===== src/rtl/counter_sched_pkg.sv =====
// counter_sched_pkg: command and state encodings for the counter scheduler
package counter_sched_pkg;
    typedef enum logic [1:0] {CMD_LOAD = 2'd0, CMD_UP, CMD_DOWN, CMD_HOLD} cmd_t;
    typedef enum logic [1:0] {S_IDLE, S_EXEC, S_DONE} state_t;
endpackage


===== src/rtl/rr_arbiter.sv =====
// rr_arbiter: combinational round-robin pick, lowest index at or after the pointer wins
module rr_arbiter #(
    parameter int N_REQ = 2
) (
    input  logic [N_REQ-1:0]         req,
    input  logic [$clog2(N_REQ)-1:0] rr,
    output logic [N_REQ-1:0]         win,
    output logic                     any
);
    always_comb begin
        win = '0;
        for (int k = N_REQ - 1; k >= 0; k--) begin
            if (req[(int'(rr) + k) % N_REQ]) begin
                win = '0;
                win[(int'(rr) + k) % N_REQ] = 1'b1;
            end
        end
    end
    assign any = |req;
endmodule


===== src/rtl/counter_scheduler.sv =====
// counter_scheduler: round-robin sequencer driving one shared up/down counter
module counter_scheduler
    import counter_sched_pkg::*;
#(
    parameter int N_REQ = 2,
    parameter int W     = 4
) (
    input  logic               clk,
    input  logic               reset,
    input  logic [N_REQ-1:0]   req,
    input  logic [2*N_REQ-1:0] cmd,
    input  logic [W*N_REQ-1:0] arg,
    output logic [N_REQ-1:0]   grant,
    output logic [N_REQ-1:0]   ack,
    output logic               busy,
    output logic               ctr_en,
    output logic               ctr_load,
    output logic               ctr_hold,
    output logic               ctr_up,
    output logic               ctr_down,
    output logic [W-1:0]       ctr_init
);
    localparam int RW = $clog2(N_REQ);
    state_t state, nxt;
    cmd_t cmd_q;
    logic [W-1:0] arg_q, remain;
    logic [RW-1:0] rr, win_idx, g_idx;
    logic [N_REQ-1:0] win;
    logic any, exec_last;
    rr_arbiter #(.N_REQ(N_REQ)) u_arb (
        .req(req),
        .rr (rr),
        .win(win),
        .any(any)
    );
    always_comb begin
        win_idx = '0;
        g_idx = '0;
        for (int i = 0; i < N_REQ; i++) begin
            win_idx = win[i] ? RW'(i) : win_idx;
            g_idx = grant[i] ? RW'(i) : g_idx;
        end
    end
    // remain <= 1 also covers the zero-count case, which spends a single idle EXEC cycle
    assign exec_last = cmd_q == CMD_LOAD || remain <= W'(1);
    always_comb begin
        nxt = (state == S_IDLE) ? (any ? S_EXEC : S_IDLE) :
              (state == S_EXEC) ? (exec_last ? S_DONE : S_EXEC) : S_IDLE;
    end
    always_ff @(posedge clk) begin
        if (reset) begin
            state <= S_IDLE;
            rr <= '0;
            grant <= '0;
            ack <= '0;
            cmd_q <= CMD_LOAD;
            arg_q <= '0;
            remain <= '0;
        end else begin
            state <= nxt;
            ack <= (state == S_EXEC && exec_last) ? grant : '0;
            if (state == S_IDLE && any) begin
                grant <= win;
                cmd_q <= cmd_t'(cmd[2*int'(win_idx) +: 2]);
                arg_q <= arg[W*int'(win_idx) +: W];
                remain <= arg[W*int'(win_idx) +: W];
            end else if (state == S_EXEC) begin
                remain <= (remain == '0) ? '0 : remain - W'(1);
            end else if (state == S_DONE) begin
                grant <= '0;
                rr <= (g_idx == RW'(N_REQ - 1)) ? '0 : g_idx + RW'(1);
            end
        end
    end
    assign busy     = state != S_IDLE;
    assign ctr_en   = state == S_EXEC && (cmd_q == CMD_LOAD || remain != '0);
    assign ctr_load = ctr_en && cmd_q == CMD_LOAD;
    assign ctr_up   = ctr_en && cmd_q == CMD_UP;
    assign ctr_down = ctr_en && cmd_q == CMD_DOWN;
    assign ctr_hold = ctr_en && cmd_q == CMD_HOLD;
    assign ctr_init = ctr_load ? arg_q : '0;
endmodule


===== config.mk =====
export PLATFORM = sky130hd
export DESIGN_NAME = counter_scheduler
export DESIGN_NICKNAME = d
export VERILOG_FILES = /design/src/rtl/counter_sched_pkg.sv /design/src/rtl/rr_arbiter.sv /design/src/rtl/counter_scheduler.sv
export SDC_FILE = /design/constraint.sdc
export NUM_CORES = 1
export LEC_CHECK = 0
export CAP_MARGIN = 20
export CORE_MARGIN = 1
export CORE_UTILIZATION = 45
export CTS_BUF_LIST = sky130_fd_sc_hd__clkbuf_4 sky130_fd_sc_hd__clkbuf_8
export DETAILED_ROUTE_END_ITERATION = 16
export PLACE_DENSITY = 0.81
export SLEW_MARGIN = 20
export SYNTH_ARGS = -nofsm -noshare
export SYNTH_HDL_FRONTEND = slang
export SYNTH_SLANG_ARGS = --single-unit

===== constraint.sdc =====
create_clock -name clk -period 1.85 [get_ports clk]
set_input_delay 0.185 -clock clk [delete_from_list [all_inputs] [get_ports clk]]
set_output_delay 0.185 -clock clk [all_outputs]
set_load 0.005 [all_outputs]

# After elaboration in Yosys (flattened, before gate mapping)
# Cells that the tools add are included.
# op_classes
n_reduce_logical	22
shifts	2
muxes	25
order_cmp	5
eq_ne	6
add_sub_neg	3
bitwise	4
# ops
op	n
2-bit two-way mux	8
4-bit two-way mux	4
1-bit two-way mux	11
1-bit logical AND	9
8-bit by 4-bit variable part select with 4-bit output	1
2-bit equality test (second input constant)	3
2-bit nonzero test	3
2-bit by 1-bit equality test with 1-bit output (second input constant)	2
4-bit by 1-bit less-or-equal comparator with 1-bit output (second input constant)	1
2-bit logical NOT	2
4-bit logical NOT	1
4-bit nonzero test	1
2-bit OR reduction	2
4-bit by 3-bit variable part select with 2-bit output	1
4-bit by 1-bit subtractor with 4-bit output (second input constant)	1
2-bit by 3-bit < comparator with 1-bit output (second input constant)	1
1-bit inverter	3
3-bit AND reduction	1
1-bit adder (second input constant)	2
1-bit demux with 1-bit select	2
2-bit by 1-bit greater-or-equal comparator with 1-bit output (second input constant)	1
1-bit logical OR	2
1-bit by 2-bit < comparator with 1-bit output (second input constant)	1
2-bit by 1-bit inequality test with 1-bit output (second input constant)	1
other kinds (3)	3
# totals
word_cells	74
out_inout_bits	14
in_bits	16
regBits	17

# Longest topological paths before layout
# depth
word_depth	11
depth_mapped	5

# Cells and area by module
# A second synthesis with hierarchy kept.
# hier_totals
cells_unflattened	98
hier_area_um2	878.3
# modules_own_cells
module	area_per_inst_um2	cells_each	n_inst
counter_scheduler	853.3	94	1
rr_arbiter	25.0	4	1

# Least setup slack after synthesis
# Ideal clock, no wire load.
# synth_timing
kind	register -> register
startpoint	reg remain[0]
endpoint	reg remain[2]
path_slack_ns	0.614
n_path_buf	0
setup_time_ns	0.103
arrival_time_ns	1.132
required_time_ns	1.747
path_stages_with_launch	5
cell_sequence	dfxtp_1 or2_1 nor3b_1 a211oi_1 a2111oi_2
# synth_via
elab_chain_len	4
word_cells_on_any_way	5
cone_classes	1 x add/sub; 3 x mux; 1 x reduce/logical
# synth_lines
item	line_no	text
start, declared	counter_scheduler.sv:26	logic [W-1:0] arg_q, remain;
start signal, assigned	counter_scheduler.sv:66	remain <= arg[W*int'(win_idx) +: W];
start signal, assigned	counter_scheduler.sv:68	remain <= (remain == '0) ? '0 : remain - W'(1);
4-bit by 1-bit subtractor with 4-bit output / 4-bit logical NOT (equally long branches)	counter_scheduler.sv:68	
4-bit two-way mux (*)	counter_scheduler.sv:68	
4-bit two-way mux (*)	counter_scheduler.sv:67	end else if (state == S_EXEC) begin
4-bit two-way mux (*)	counter_scheduler.sv:62	if (state == S_IDLE && any) begin
# Mark *: on every way between the ends. The rest lies on a longest branch, timed or not. The select of a mux whose other input is x is not followed.
# A chain may end at the register's enable or synchronous reset.

# Final worst setup path
# layout_timing
startpoint	reg remain[0]
endpoint	out ctr_en
# layout_via
elab_chain_len	3
# layout_lines
item	line_no	text
4-bit nonzero test	counter_scheduler.sv:76	assign ctr_en = state == S_EXEC && (cmd_q == CMD_LOAD || remain != '0);
1-bit logical OR	counter_scheduler.sv:76	
1-bit logical AND	counter_scheduler.sv:76	
end, declared	counter_scheduler.sv:16	output logic ctr_en,
# No other way between the ends.

==> flow_summary.yaml <==
placed_design:
  dpl.hpwl_mm: 1.583
  io_buffer_count: 29
  gp_congestion: 0.8486
  preCtsSetupSlack_ps: 68.46
clock_tree:
  clk_latency_ps: 290
  cts.clk_slew.worst_paths_ps: 100
  cts.sinks: 17
  htreeDepth: 1
  cts_buffers: 3
  clock_path_buffers: 2
  cts_hold_buf: 0
  cts-root-buf: "clkbuf_4"
  cts_tree: "done"
timing:
  max_slew.worst_pin.slew_ps: 335.9
  rsz0062_at_grt: "false"
  period_share_pct: 97.21
  worst_clock_skew_ps: 1.813
  slew_viol_final: 0
  setup_ws_ps: 51.68
  fmax_ghz: 0.5561
  setup_viol: 0
  maxSlewHeadroom_pct: 77.37
  finalHoldViolations: 0
  period_minus_slack_ps: 1798
  fin_setup_tns_ps: 0
detailed_routing:
  wl_per_cell_um: 13.33
  drt_iter0_markers: 28
  drc_errors: 0
  viasPerCell: 5.463
  routed_wl_mm: 2.186
  vias: 896
  first_pass_iters: 4
  drtAntennaViolNets: 0
floorplanning:
  dieHeight_um: 45.20
  core_um2: 1745
  row_count: 15
  io_pins: 30
  die-area_um2: 2043
  die_w_um: 45.20
  start_util_pct: 48.10
outcome:
  outcome: "finished, final reports clean"
grt:
  grt_pass1_vias: 761
  grt_pass1_wl_mm: 3.367
  gr-usage-all-layers_pct: 22.52
  gr-total-overflow: 0
  antenna_found_initial: 0
  grt_max_degree: 12
worst_hold_path:
  worstHoldStart: "arg_q[3]"
  holdPathEnd: "arg_q[3]"
  holdPathStages: 2
  hold_class: "reg2reg"
power:
  sw_frac_of_total_pct: 32.73
  p_leak_uw: 0.0005487
  p_per_area_nw_per_um2: 772.6
  internal_power_uw: 666.5
  p_sw_uw: 324.3
  pwr-share-clk_pct: 19.7
  ir_drop_mv: 0.4718
  comb_power_share_pct: 33.4
  power_frac_seq_pct: 46.9
logic_synthesis:
  yosysTopAreaCell: "dfxtp_1"
  syn_nets: 118
  synth_xor_area_share_pct: 0
  yosysWarnings: 0
  synth_ff_type: "dfxtp_1"
  synth_top_family_by_area: "simple AND/OR/NAND/NOR gates"
  synthTopCellsByArea: "dfxtp_1, nor2_1, a211oi_1, and2_1, a311oi_1"
  syn-cell-area_um2: 839.6
  synth_edf_count: 0
  synthAdderAreaFrac_pct: 0
  synth_top_area_share_pct: 40.54
  yosysUniqueCellTypes: 34
  async_reset_ff_share_pct: 0
  avgSynthCellArea_um2: 8.231
  synth-simple-area-share_pct: 31.30
  ys_seq_area_share_pct: 40.54
  synthMuxAreaShare_pct: 2.385
  syn_inst: 102
  ys_seq_elements: 17
  synth_compound_gate_area_share_pct: 22.06
cells_and_area:
  fin_nets: 156
  n_antenna_cell: 0
  drive_above_1_share_pct: 20.14
  area_growth_pct: 52.76
worst_setup_path:
  r2r_end: "remain[0]"
  crit_chain: "nor4_4, nor2_4, or2_2, dlygate4sd2_1"
  r2r-start: "state[1]"
  path_class: "reg2out"
  start_kind: "flip-flop"
  rr_worst_depth: 6
  cp.required_ps: 1660
  crit_fanout: 5
  critPathMaxStageDelay_ps: 380
  rrSetupSlack_ps: 330
  slowest_stage: "dfxtp_4"
  crit_path_end_kind: "output port"
  cp.arrival_ps: 1610
run:
  cap_violations: 0
## per-layer routing
layer	GRT usage, %	vias to the layer above	share of wire (%)
met2	35.36	37	47
met5	0	-	0
met1	30.94	413	46
met3	4.000	4	5.6
met4	7.879	0	1.1
li1	-	442	-
## worst max-delay path: cells and delay by family, from the launching register on
| family | cells | cell delay [ps] |
|---|---|---|
| flops | 1 | 380 |
| buf+inv | 1 | 260 |
| simple gates | 3 | 690 |
## kinds of logic (layout without fill, tap and decap cells)
| logic type | after synthesis | after routing |
|---|---|---|
| muxes | 2 | 2 |
| DFF | 17 | 17 |
| AOI/OAI and AO/OA | 26 | 26 |
| and+or+nand+nor | 51 | 51 |
| buffers and inverters | 6 | 43 |
## repair_timing
item,4_1_cts,5_1_grt
hold endpoints to repair,0,0
cloned,0,0
setup endpoints to repair,9,3
buffers inserted,3,0
pin swaps,5,2
gates resized for setup,18,6
## area by class of cell
type                       count  area, um^2
fill                         134       462.9
sequential                    17       356.6
inverter                       2       7.507
multi-input combinational     79       510.5
clock buffer                   3       22.52
timing repair buffer          37       349.1
tap                           25       31.28
clock inverter                 1       5.005
## sequential cells by signal, summed over array words and instances, names as in the netlist
register  cells
arg_q         4
remain        4
grant         2
rr            1
ack           2
cmd_q         2
state         2
## cell usage in the layout (no fill, tap or decap), types with 2 or more instances in the layout
master / netlist / final
and3_1: 3 / 3
buf_4: 2 / 8
mux2i_1: 2 / 2
dlygate4sd2_1: 0 / 5
o21ai_0: 5 / 5
dfxtp_4: 0 / 4
nor2_1: 17 / 16
nor3_1: 3 / 3
nand3_1: 4 / 4
a21oi_1: 5 / 5
dfxtp_1: 17 / 12
and2_1: 6 / 6
inv_1: 2 / 2
clkdlybuf4s50_1: 0 / 22
a211oi_1: 5 / 5
a311oi_1: 3 / 3
clkbuf_4: 0 / 3
a21boi_0: 2 / 2
nand2_1: 6 / 6
dlymetal6s2s_1: 0 / 2
## synthesized netlist by cell type (2+ instances only)
cell type	n
nor2_1	17
and2_1	6
o21ai_0	5
a21boi_0	2
nand2b_1	2
a211oi_1	5
a21oi_1	5
mux2i_1	2
nor3_1	3
and3_1	3
dfxtp_1	17
inv_1	2
buf_4	2
nand3_1	4
nand2_1	6
a311oi_1	3
## through the flow
stage / cell area [um^2] / util (%) / cells / total power (uW) / hold WS [ps]
finish: 1282 / 73.48 / 164 / 990.9 / 471.3
global route: 1282 / 73.48 / 164 / 1043 / 479.6
CTS: 1265 / 72.47 / 164 / 980.4 / 463.6
detailed placement: 1175 / 67.31 / 157 / 752.3 / 449.1
global placement: 1175 / 67.31 / 157 / 743.5 / 447.8
floorplan: 839.6 / - / 102 / 619.7 / 253.9
## worst max-delay path by stage
stage / endpoint / slack, ps / start
after floorplan: remain[2] / 610 / remain[0]
after global placement: ctr_init[1] / 80 / state[0]
after detailed placement: ctr_en / 70 / remain[0]
after CTS: ctr_init[0] / 1 / state[1]
after global routing: ctr_en / 4 / remain[0]
final: ctr_en / 50 / remain[0]
## power by group through the flow
stage               Clock (uW)  Combinational [uW]  Sequential, uW
finish                     195                 331             465
global route               215                 359             469
detailed placement           0                 295             457
floorplan                    0                 170             450
CTS                        199                 323             459
global placement             0                 287             456
Note: power is estimated with default switching activity, not from simulation.
